==> config.mk <==
export PLATFORM = sky130hd
export DESIGN_NAME = inst_fetch_flat
export DESIGN_NICKNAME = d
export VERILOG_FILES = /design/src/rtl/inst_fetch_pkg.sv /design/src/rtl/inst_fetch_if.sv /design/src/rtl/inst_fetch_skid.sv /design/src/rtl/inst_fetch.sv /design/src/flat_wrapper.sv
export SDC_FILE = /design/constraint.sdc
export NUM_CORES = 1
export LEC_CHECK = 0
export CAP_MARGIN = 30
export CORE_MARGIN = 4
export CORE_UTILIZATION = 55
export CTS_BUF_LIST = sky130_fd_sc_hd__clkbuf_4 sky130_fd_sc_hd__clkbuf_8 sky130_fd_sc_hd__clkbuf_16
export CTS_CLUSTER_DIAMETER = 80
export DETAILED_ROUTE_END_ITERATION = 16
export PLACE_DENSITY = 0.89
export SYNTH_ARGS = -nofsm -noshare
export SYNTH_HDL_FRONTEND = slang
export SYNTH_SLANG_ARGS = --single-unit
==> constraint.sdc <==
create_clock -name clk -period 2.1 [get_ports clk]
set_input_delay 0.42 -clock clk [delete_from_list [all_inputs] [get_ports clk]]
set_output_delay 0.42 -clock clk [all_outputs]
set_load 0.02 [all_outputs]
==> src/rtl/inst_fetch_pkg.sv <==
// ---------------------------------------------------------------------------
// inst_fetch_pkg
// Shared constants and types for the sc1 instruction fetch stage.
//   ADDR_W_DEF / DATA_W_DEF : default PC/ROM-address and instruction widths
//   RESET_PC_DEF            : first fetch address after reset
//   NOP_INST                : sc1 NOP encoding
//   fetch_word_t            : (pc, instruction) pair at the default widths
// ---------------------------------------------------------------------------
`timescale 1ns/1ps
package inst_fetch_pkg;
   localparam int          ADDR_W_DEF   = 8;
   localparam int          DATA_W_DEF   = 32;
   localparam logic [7:0]  RESET_PC_DEF = 8'h00;
   localparam logic [31:0] NOP_INST     = 32'h0000_0001;

   typedef struct packed {
      logic [ADDR_W_DEF-1:0] pc;
      logic [DATA_W_DEF-1:0] word;
   } fetch_word_t;
endpackage

==> src/rtl/inst_fetch_if.sv <==
// ---------------------------------------------------------------------------
// inst_fetch_if
// Fetch -> decode handshake.
//   inst_valid : fetch holds a valid instruction
//   inst_ready : decode accepts when inst_valid && inst_ready at a clock edge
//   inst       : instruction word
//   inst_pc    : address of inst
// Modports: master (fetch side), slave (decode side).
// ---------------------------------------------------------------------------
`timescale 1ns/1ps
interface inst_fetch_if
   import inst_fetch_pkg::*;
#(
   parameter int ADDR_W = ADDR_W_DEF,
   parameter int DATA_W = DATA_W_DEF
);
   logic              inst_valid;
   logic              inst_ready;
   logic [DATA_W-1:0] inst;
   logic [ADDR_W-1:0] inst_pc;

   modport master (output inst_valid, output inst, output inst_pc, input inst_ready);
   modport slave  (input inst_valid, input inst, input inst_pc, output inst_ready);
endinterface

==> src/rtl/inst_fetch_skid.sv <==
// ---------------------------------------------------------------------------
// fetch_skid
// Output register plus a 1-entry skid register. Words arriving while the
// output register is stalled park in the skid, so back-pressure never drops
// or duplicates a word.
//   clk, reset_n          : clock, asynchronous active-low reset
//   flush                 : discard both registers (taken branch)
//   in_valid/in_data/in_pc: word returning from the ROM this cycle
//   out_ready             : downstream accepts
//   out_valid/out_data/out_pc : output register
//   skid_valid            : skid register occupied
// ---------------------------------------------------------------------------
`timescale 1ns/1ps
module fetch_skid
   import inst_fetch_pkg::*;
#(
   parameter int ADDR_W = ADDR_W_DEF,
   parameter int DATA_W = DATA_W_DEF
) (
   input  logic              clk,
   input  logic              reset_n,
   input  logic              flush,
   input  logic              in_valid,
   input  logic [DATA_W-1:0] in_data,
   input  logic [ADDR_W-1:0] in_pc,
   input  logic              out_ready,
   output logic              out_valid,
   output logic [DATA_W-1:0] out_data,
   output logic [ADDR_W-1:0] out_pc,
   output logic              skid_valid
);
   logic [DATA_W-1:0] skid_data_reg;
   logic [ADDR_W-1:0] skid_pc_reg;
   logic              load_slot;

   // Output register may take a new word when empty or being consumed.
   assign load_slot = !out_valid || out_ready;

   always_ff @(posedge clk or negedge reset_n) begin
      if (!reset_n) begin
         out_valid     <= 1'b0;
         out_data      <= '0;
         out_pc        <= '0;
         skid_valid    <= 1'b0;
         skid_data_reg <= '0;
         skid_pc_reg   <= '0;
      end else if (flush) begin
         out_valid  <= 1'b0;
         skid_valid <= 1'b0;
      end else begin
         if (load_slot) begin
            // The skid always holds the older word, so it drains first.
            if (skid_valid) begin
               out_valid  <= 1'b1;
               out_data   <= skid_data_reg;
               out_pc     <= skid_pc_reg;
               skid_valid <= 1'b0;
            end else if (in_valid) begin
               out_valid <= 1'b1;
               out_data  <= in_data;
               out_pc    <= in_pc;
            end else begin
               out_valid <= 1'b0;
            end
         end
         // A returning ROM word that did not reach the output register parks
         // here; the fetch issue rule keeps the skid free whenever this fires
         // (or frees it in the same cycle by draining it to the output).
         if (in_valid && (!load_slot || skid_valid)) begin
            skid_valid    <= 1'b1;
            skid_data_reg <= in_data;
            skid_pc_reg   <= in_pc;
         end
      end
   end
endmodule

==> src/rtl/inst_fetch.sv <==
// ---------------------------------------------------------------------------
// inst_fetch
// sc1 instruction fetch stage in front of a synchronous (1-cycle latency)
// instruction ROM. Tracks the PC and the outstanding ROM read, and hands
// words to decode through fetch_skid.
//   clk, reset_n   : clock, asynchronous active-low reset
//   run            : fetch enable; 0 stops new ROM reads, buffered words drain
//   rom_addr       : ROM address (registered, equals pc)
//   rom_data       : ROM output, valid the cycle after rom_addr is sampled
//   redirect_valid : taken branch pulse; flushes everything in flight
//   redirect_pc    : branch target
//   dec            : decode handshake (inst_valid/inst_ready/inst/inst_pc)
// ---------------------------------------------------------------------------
`timescale 1ns/1ps
module inst_fetch
   import inst_fetch_pkg::*;
#(
   parameter int              ADDR_W   = ADDR_W_DEF,
   parameter int              DATA_W   = DATA_W_DEF,
   parameter logic [ADDR_W-1:0] RESET_PC = ADDR_W'(RESET_PC_DEF)
) (
   input  logic              clk,
   input  logic              reset_n,
   input  logic              run,
   output logic [ADDR_W-1:0] rom_addr,
   input  logic [DATA_W-1:0] rom_data,
   input  logic              redirect_valid,
   input  logic [ADDR_W-1:0] redirect_pc,
   inst_fetch_if.master      dec
);
   logic [ADDR_W-1:0] pc_reg;
   logic [ADDR_W-1:0] inflight_pc_reg;
   logic              inflight_reg;
   logic              skid_valid;
   logic              out_valid;
   logic              issue;

   // A new read is only started when its data is guaranteed a home: either
   // the skid is empty and the output register is not stalled on a word that
   // is still returning from the ROM.
   assign issue = run && !redirect_valid && !skid_valid
                  && !(out_valid && !dec.inst_ready && inflight_reg);

   always_ff @(posedge clk or negedge reset_n) begin
      if (!reset_n) begin
         pc_reg          <= RESET_PC;
         inflight_reg    <= 1'b0;
         inflight_pc_reg <= '0;
      end else if (redirect_valid) begin
         pc_reg       <= redirect_pc;
         inflight_reg <= 1'b0;
      end else if (issue) begin
         inflight_reg    <= 1'b1;
         inflight_pc_reg <= pc_reg;
         pc_reg          <= pc_reg + ADDR_W'(1);   // wraps modulo 2^ADDR_W
      end else begin
         inflight_reg <= 1'b0;
      end
   end

   assign rom_addr       = pc_reg;
   assign dec.inst_valid = out_valid;

   fetch_skid #(
      .ADDR_W (ADDR_W),
      .DATA_W (DATA_W)
   ) u_skid (
      .clk        (clk),
      .reset_n    (reset_n),
      .flush      (redirect_valid),
      .in_valid   (inflight_reg),
      .in_data    (rom_data),
      .in_pc      (inflight_pc_reg),
      .out_ready  (dec.inst_ready),
      .out_valid  (out_valid),
      .out_data   (dec.inst),
      .out_pc     (dec.inst_pc),
      .skid_valid (skid_valid)
   );
endmodule

==> src/flat_wrapper.sv <==
// flat-port wrapper written by rule: the top's interface ports become plain ports
module inst_fetch_flat import inst_fetch_pkg::*;
#(
   parameter int              ADDR_W   = ADDR_W_DEF,
   parameter int              DATA_W   = DATA_W_DEF,
   parameter logic [ADDR_W-1:0] RESET_PC = ADDR_W'(RESET_PC_DEF)
)
  (clk, reset_n, run, rom_addr, rom_data, redirect_valid, redirect_pc, dec_inst_valid, dec_inst, dec_inst_pc, dec_inst_ready);
  inst_fetch_if #(.ADDR_W(ADDR_W), .DATA_W(DATA_W)) dec_i ();
  input  logic clk;
  input  logic reset_n;
  input  logic run;
  output logic [ADDR_W-1:0] rom_addr;
  input  logic [DATA_W-1:0] rom_data;
  input  logic redirect_valid;
  input  logic [ADDR_W-1:0] redirect_pc;
  output wire logic [$bits(dec_i.inst_valid)-1:0] dec_inst_valid;
  output wire logic [$bits(dec_i.inst)-1:0] dec_inst;
  output wire logic [$bits(dec_i.inst_pc)-1:0] dec_inst_pc;
  input wire logic [$bits(dec_i.inst_ready)-1:0] dec_inst_ready;
  assign dec_inst_valid = dec_i.inst_valid;
  assign dec_inst = dec_i.inst;
  assign dec_inst_pc = dec_i.inst_pc;
  assign dec_i.inst_ready = dec_inst_ready;
  inst_fetch #(.ADDR_W(ADDR_W), .DATA_W(DATA_W), .RESET_PC(RESET_PC)) u_core (.clk(clk), .reset_n(reset_n), .run(run), .rom_addr(rom_addr), .rom_data(rom_data), .redirect_valid(redirect_valid), .redirect_pc(redirect_pc), .dec(dec_i));
endmodule
==> results of run 1 <==
-- cell usage in the layout (no fill, tap or decap), drive strengths merged, types with 3 or more instances in the layout --
cell type | netlist | layout
a31oi | 5 | 5
buf | 13 | 13
clkbuf | 3 | 10
clkdlybuf4s50 | 0 | 92
dfrtp | 99 | 99
inv | 3 | 4
mux2 | 128 | 128
nand3 | 9 | 9
nand4 | 4 | 4
nor2 | 8 | 8
nor2b | 3 | 3
o21ai | 5 | 5
or4 | 3 | 3
-- Yosys cell counts, drive strengths merged --
master | n | area share (%)
clkbuf | 3 | 0.25
o21ai | 5 | 0.57
a31oi | 5 | 0.71
nand2 | 2 | 0.17
ha | 1 | 0.28
or3b | 1 | 0.20
and4b | 1 | 0.23
and2b | 1 | 0.17
nand2b | 1 | 0.14
nand4 | 4 | 0.57
buf | 13 | 1.8
a221oi | 1 | 0.20
nor2 | 8 | 0.68
and3b | 1 | 0.20
and2 | 2 | 0.28
o311ai | 1 | 0.20
dfrtp | 99 | 56
nor3 | 2 | 0.34
a22oi | 1 | 0.17
nand4b | 1 | 0.54
or4 | 3 | 0.51
a21oi | 1 | 0.11
mux2 | 128 | 33
nand3b | 1 | 0.17
o31ai | 2 | 0.34
nor4bb | 1 | 0.23
nor2b | 3 | 0.42
o211ai | 2 | 0.45
nand3 | 9 | 1.1
inv | 3 | 0.25
or3 | 1 | 0.14
-- how the worst max path moves through the flow --
stage | cells after the start | start | to
after floorplan | 4 | u_core.u_skid.out_valid | u_core.u_skid.out_data[0]
after global placement | 5 | dec_inst_ready | u_core.u_skid.out_pc[6]
after detailed placement | 5 | dec_inst_ready | u_core.u_skid.out_data[10]
after CTS | 1 | u_core.rom_addr[0] | rom_addr[0]
after global routing | 1 | u_core.rom_addr[2] | rom_addr[2]
final | 1 | u_core.rom_addr[4] | rom_addr[4]
-- cells by family (layout without fill, tap and decap cells) --
logic type / Yosys count / count (layout) / share of synthesized area (%)
flip-flops: 99 / 99 / 56.0
AO/OA/AOI/OAI: 18 / 18 / 2.74
buffers and inverters: 19 / 125 / 2.35
multiplexers: 128 / 128 / 32.6
adder cells (fa/ha/maj): 1 / 1 / 0.283
AND/OR/NAND/NOR: 42 / 42 / 6.11
-- stage by stage --
step | hold WS (ps) | std cells
2_1_floorplan | 124 | 307
3_3_place_gp | 369 | 498
3_5_place_dp | 377 | 498
4_1_cts | 501 | 515
5_1_grt | 522 | 515
6_report | 501 | 515
-- cell type report --
cell class | instances | area share, %
sequential | 99 | 42.8
multi-input combinational | 189 | 32.1
timing repair buffer | 106 | 18.8
clock buffer | 10 | 2.27
tap | 102 | 2.20
clock inverter | 6 | 1.53
inverter | 3 | 0.195
-- power groups by stage --
stage / clock network [mW] / logic [mW] / registers, mW
after floorplan: 0 / 0.502 / 2.83
after global placement: 0 / 1.44 / 2.59
after detailed placement: 0 / 1.48 / 2.61
after CTS: 1.35 / 1.49 / 2.58
after global routing: 1.43 / 1.57 / 2.64
final: 1.32 / 1.47 / 2.58
-- metal layers --
layer | GRT usage, % | vias up
li1 | - | 1321
met1 | 25.6 | 1465
met2 | 34.9 | 73
met3 | 3.80 | 12
met4 | 8.09 | 0
met5 | 0 | -
==> out/qor.yml, run 1 <==
logic_synthesis:
  synth_area_per_cell_sq_um: 14.4
  syn-instance-count: 307
  synth_warnings: 0
  yosys_register_bits: 99
  synth_cell_types: 37
  seq_area_frac_synth_pct: 56.0
  synthesis.nets: 353
  synth_area_sq_um: 4430
routing:
  wl_met2_microns: 4810
  drt-initial-drc-count: 102
  firstDrtPassIters: 4
  wl_met1_microns: 3720
  vias: 2871
  drt-total-wl_microns: 9060
  drtAntennaViolNets: 0
  wl_met3_microns: 391
  wl_per_cell_microns: 17.6
  top_layer: "met4"
  drc_errors: 0
  via_per_inst: 5.57
timing:
  rsz0062_at_grt: "false"
  worst_slew_pin_slew_ps: 406
  slew_viol_final: 0
  hold_viol_final: 0
  finalCriticalPeriod_ps: 1960
  max_slew_margin_pct: 72.9
  fin_setup_tns_ps: 0
  setup_viol: 0
  setup_ws_ps: 138
  fin_skew_ps: 8.84
  fin_crit_sh_pct: 93.4
  clock.fmax_mhz: 510
pwr:
  power_frac_comb_pct: 27.3
  p_leak_nw: 2.46
  power_density_nw_per_um2: 926
  p_seq_share_pct: 48.1
  clock_power_share_pct: 24.6
  p_sw_mw: 1.51
  finalPower_mw: 5.36
  ir_drop_v: 0.000470
  power.internal_mw: 3.85
  switching_share_pct: 28.2
worst_setup_path:
  worst_path_max_delay_cell: "clkdlybuf4s50_1"
  ff2ff_path_depth: 4
  path_delay_family: "buffers and inverters"
  worst-r2r-setup-slack_ps: 430
  worstPathMaxFanout: 8
  slowest_delay_ps: 670
  cp-end-kind: "output port"
  path_cells: "clkdlybuf4s50_1"
  critical_path_arrival_ps: 1540
  reg2reg_to: "u_core.u_skid.out_data[10]"
  crit_type: "reg -> out"
  critical_path_buf_inv_count: 1
  r2r-start: "u_core.u_skid.skid_valid"
  start_kind: "flop"
  required_ps: 1680
place:
  dp_hpwl_microns: 6330
  place_congestion: 0.835
  numPortBuffers: 93
  placed_area_sq_um: 5560
  place_ws_ps: -90.9
clocking:
  cts_setup_buffers: 0
  cts_hold_buffers: 1
  clkTransAtPathRegs_ps: 90
  h-tree-depth: 3
  cts_buffer_depth: 2
  numCtsBuffers: 9
  clock_sinks: 99
  clock-root-buffer: "clkbuf_8"
  cts_tree: "done"
  worstSkewPairLatency_ps: 350
  post_cts_resize_count: 0
final_layout:
  area_growth_syn_to_layout_pct: 30.8
  antenna_cells: 0
  final_util_pct: 74.5
  final_nets: 454
  ff_latch_area_sq_um: 2480
  nFillCells: 523
  drive_above_1_share_pct: 38.0
  multiInputGateArea_sq_um: 1860
  stdcell_area_sq_um: 5790
grt:
  grt_pass1_vias: 3256
  grt_pass1_wl_microns: 15800
  grt_max_degree: 41
  antenna_found_initial: 0
  grtUsageTotal_pct: 20.4
  overflow: 0
floorplan:
  die_area_sq_um: 9550
  io_pins: 94
  std_cell_rows: 32
  die_x_microns: 97.7
  die_h_microns: 97.7
  coreArea_sq_um: 7770
  initial_core_util_pct: 57.0
hold_path:
  worstHoldStart: "u_core.u_skid.skid_pc_reg[4]"
  hold_path_depth: 1
  min_to: "u_core.u_skid.skid_pc_reg[4]"
  min_path_type: "reg -> reg"
run:
  cap_violations: 0
status:
  status: "finished, final reports clean"
Note: power is estimated with default switching activity, not from simulation.
==> inputs of run 2 (changes only) <==
Settings changed: ABC_AREA set to 1, PLACE_DENSITY 0.89 to 0.9.
==> run 2 against run 1 <==
Wire length rose by 3.9%. Power fell by 11%. Final cell count rose by 36%. Largest cell class unchanged. Critical path depth did not move.
==> out/qor.yml, run 2 <==
logic_synthesis:
  synth_area_per_cell_sq_um: 8.60  # -40%
  synth_mux_area_share_pct: 0  # -33 points
  yosysMostFrequentCell: "nand2_1"
  yosys_register_bits: 99  # unchanged
  synth_top_area_share_pct: 56.7  # +0.77 points
  synth_area_sq_um: 4370  # -1.4%
  synth_top_family_by_area: "simple AND/OR/NAND/NOR gates"
  synth-xor-area-share_pct: 0.201  # +0.20 points
  synth_fa_ha_area_share_pct: 0.287  # +0.0039 points
  yosys-top-cells-count: "nand2_1, dfrtp_1, inv_1"
  synthesis.nets: 554  # +57%
  yosysTopAreaCell: "dfrtp_1"
  seq_area_frac_synth_pct: 56.7  # +0.77 points
  synth_cell_types: 23  # -38%
  synth-edff-count: 0  # unchanged
  synthArstFlopShare_pct: 100  # unchanged
  synth_compound_area_share_pct: 13.5  # +11 points
  synth_warnings: 0  # unchanged
  synth_top_flop_cell: "dfrtp_1"
  syn-instance-count: 508  # +65%
  synthTopCellsByArea: "dfrtp_1, nand2_1, o211ai_1"
  yosys.area_share.simple_pct: 20.9  # +15 points
worst_setup_path:
  worst_path_max_delay_cell: "clkdlybuf4s50_1"
  path_delay_family: "buffers and inverters"
  worst-r2r-setup-slack_ps: 590  # +160 ps
  reg2reg_to: "u_core.u_skid.out_data[12]"
  worstPathMaxFanout: 8  # unchanged
  path_cells: "clkdlybuf4s50_1"
  start_kind: "flop"
  required_ps: 1680  # about the same
  r2r-start: "u_core.inflight_reg"
  slowest_delay_ps: 670  # about the same
  cp-end-kind: "output port"
  ff2ff_path_depth: 5  # +1
  crit_type: "reg -> out"
  critical_path_buf_inv_count: 1  # unchanged
  critical_path_arrival_ps: 1550  # about the same
hold_path:
  hold_path_depth: 2  # +1
  worstHoldStart: "u_core.u_skid.out_data[14]"
  min_path_type: "reg -> reg"
  min_to: "u_core.u_skid.out_data[14]"
pwr:
  finalPower_mw: 4.79  # -11%
  ir_drop_v: 0.000435  # -7.5%
  power_density_nw_per_um2: 864  # -6.7%
  p_leak_nw: 2.84  # +16%
final_layout:
  most-common-layout-cells: "nand2_1, dfrtp_1, clkdlybuf4s50_1"
  area_growth_syn_to_layout_pct: 27.0
  nFillCells: 540  # +3.3%
  final_common_cell: "nand2_1"
  fin_cells: 699  # +36%
  antenna_cells: 0  # unchanged
  final_nets: 638  # +41%
  final_util_pct: 71.8  # -2.7 points
  stdcell_area_sq_um: 5550  # -4.2%
  drive_above_1_share_pct: 6.03  # -32 points
timing:
  clock.fmax_mhz: 507  # -0.50%
  hold_viol_final: 0  # unchanged
  worst_slew_pin_slew_ps: 697  # +291 ps
  max_slew_margin_pct: 53.5  # -19 points
  whs_ps: 485  # -16.5 ps
  fin_crit_sh_pct: 93.9  # +0.47 points
  slew_viol_final: 0  # unchanged
  finalCriticalPeriod_ps: 1970  # +9.90 ps
  rsz0062_at_grt: "false"
  fin_skew_ps: 14.9  # +6.03 ps
  fin_setup_tns_ps: 0  # unchanged
  setup_viol: 0  # unchanged
  setup_ws_ps: 128  # -9.90 ps
place:
  numPortBuffers: 93  # unchanged
  dp_hpwl_microns: 6380  # +0.78%
  place_congestion: 0.846  # +1.3%
  place_ws_ps: 80.7  # +172 ps
  placed_area_sq_um: 5360  # -3.5%
  dp_cells: 682  # +37%
clocking:
  clock_sinks: 99  # unchanged
  h-tree-depth: 3  # unchanged
  post_cts_resize_count: 0  # unchanged
  worstSkewPairLatency_ps: 360  # about the same
  cts_tree: "done"
  cts_setup_buffers: 0  # unchanged
  cts_buffer_depth: 2  # unchanged
  numCtsBuffers: 9  # unchanged
  clkTransAtPathRegs_ps: 90  # about the same
  clock-root-buffer: "clkbuf_8"
grt:
  grt_pass1_wl_microns: 16400  # +3.6%
  grtUsageTotal_pct: 21.0  # +0.57 points
  antenna_found_initial: 0  # unchanged
  grt_max_degree: 82  # +100%
  grt_pass1_vias: 3557  # +9.2%
  overflow: 0  # unchanged
floorplan:
  io_pins: 94  # unchanged
  coreArea_sq_um: 7730  # -0.52%
  die_x_microns: 97.1  # -0.62%
  std_cell_rows: 32  # unchanged
  die_h_microns: 97.1  # -0.62%
  die_area_sq_um: 9430  # -1.2%
  initial_core_util_pct: 56.5  # -0.48 points
run:
  cap_violations: 0  # unchanged
routing:
  vias: 3631  # +26%
  drt-total-wl_microns: 9410  # +3.9%
  drc_errors: 0  # unchanged
  wl_per_cell_microns: 13.5  # -23%
  via_per_inst: 5.19  # -6.8%
  drtAntennaViolNets: 0  # unchanged
  firstDrtPassIters: 5  # +1
  drt-initial-drc-count: 220  # +120%
status:
  status: "finished, final reports clean"
==> run 2: how the worst max path moves through the flow <==
| stage | startpoint | end | slack [ps] | depth (start not counted) |
|---|---|---|---|---|
| floorplan | u_core.rom_addr[1] | u_core.rom_addr[6] | 840 | 6 |
| global placement | redirect_valid | u_core.u_skid.out_data[1] | 140 | 7 |
| detailed placement | redirect_valid | u_core.u_skid.out_data[5] | 80 | 7 |
| CTS | u_core.rom_addr[2] | rom_addr[2] | 120 | 1 |
| global route | u_core.rom_addr[2] | rom_addr[2] | 70 | 1 |
| finish | u_core.rom_addr[2] | rom_addr[2] | 130 | 1 |
==> run 2: repair_timing <==
item,in CTS,in global routing
hold endpoints to repair,28,0
endpoints found under the setup margin,0,0
hold buffers,1,0
==> run 2: metal layers <==
layer  part of all wire, %  track usage (%)  wire (microns)  vias up
met2                    49             34.7            4640      112
met4                   1.5             6.59             137        0
met1                    43             27.8            4060     1715
li1                      -                -               -     1790
met3                   6.2             4.52             579       14
met5                     0                0               0        -
==> run 2: power breakdown <==
| group | total [mW] | switching, mW | leakage, nW | internal (mW) |
|---|---|---|---|---|
| Clock | 1.09 | 0.653 | 0.0860 | 0.437 |
| Sequential | 2.48 | 0.228 | 1.27 | 2.26 |
| Combinational | 1.22 | 0.644 | 1.48 | 0.578 |
==> run 2: area by class of cell <==
class	instances	area (sq um)	share of cell area, %
clock buffer	9	124	2.23
clock inverter	7	51.3	0.925
inverter	54	208	3.74
multi-input combinational	326	1520	27.5
sequential	99	2480	44.7
tap	102	128	2.30
timing repair buffer	102	1040	18.7
==> run 2: cells by family (layout without fill, tap and decap cells) <==
logic type | after synthesis | in the layout
AND/OR/NAND/NOR | 228 | 228
flip-flops | 99 | 99
buffers and inverters | 83 | 172
adder cells (fa/ha/maj) | 1 | 1
XOR/XNOR | 1 | 1
AO/OA/AOI/OAI | 96 | 96
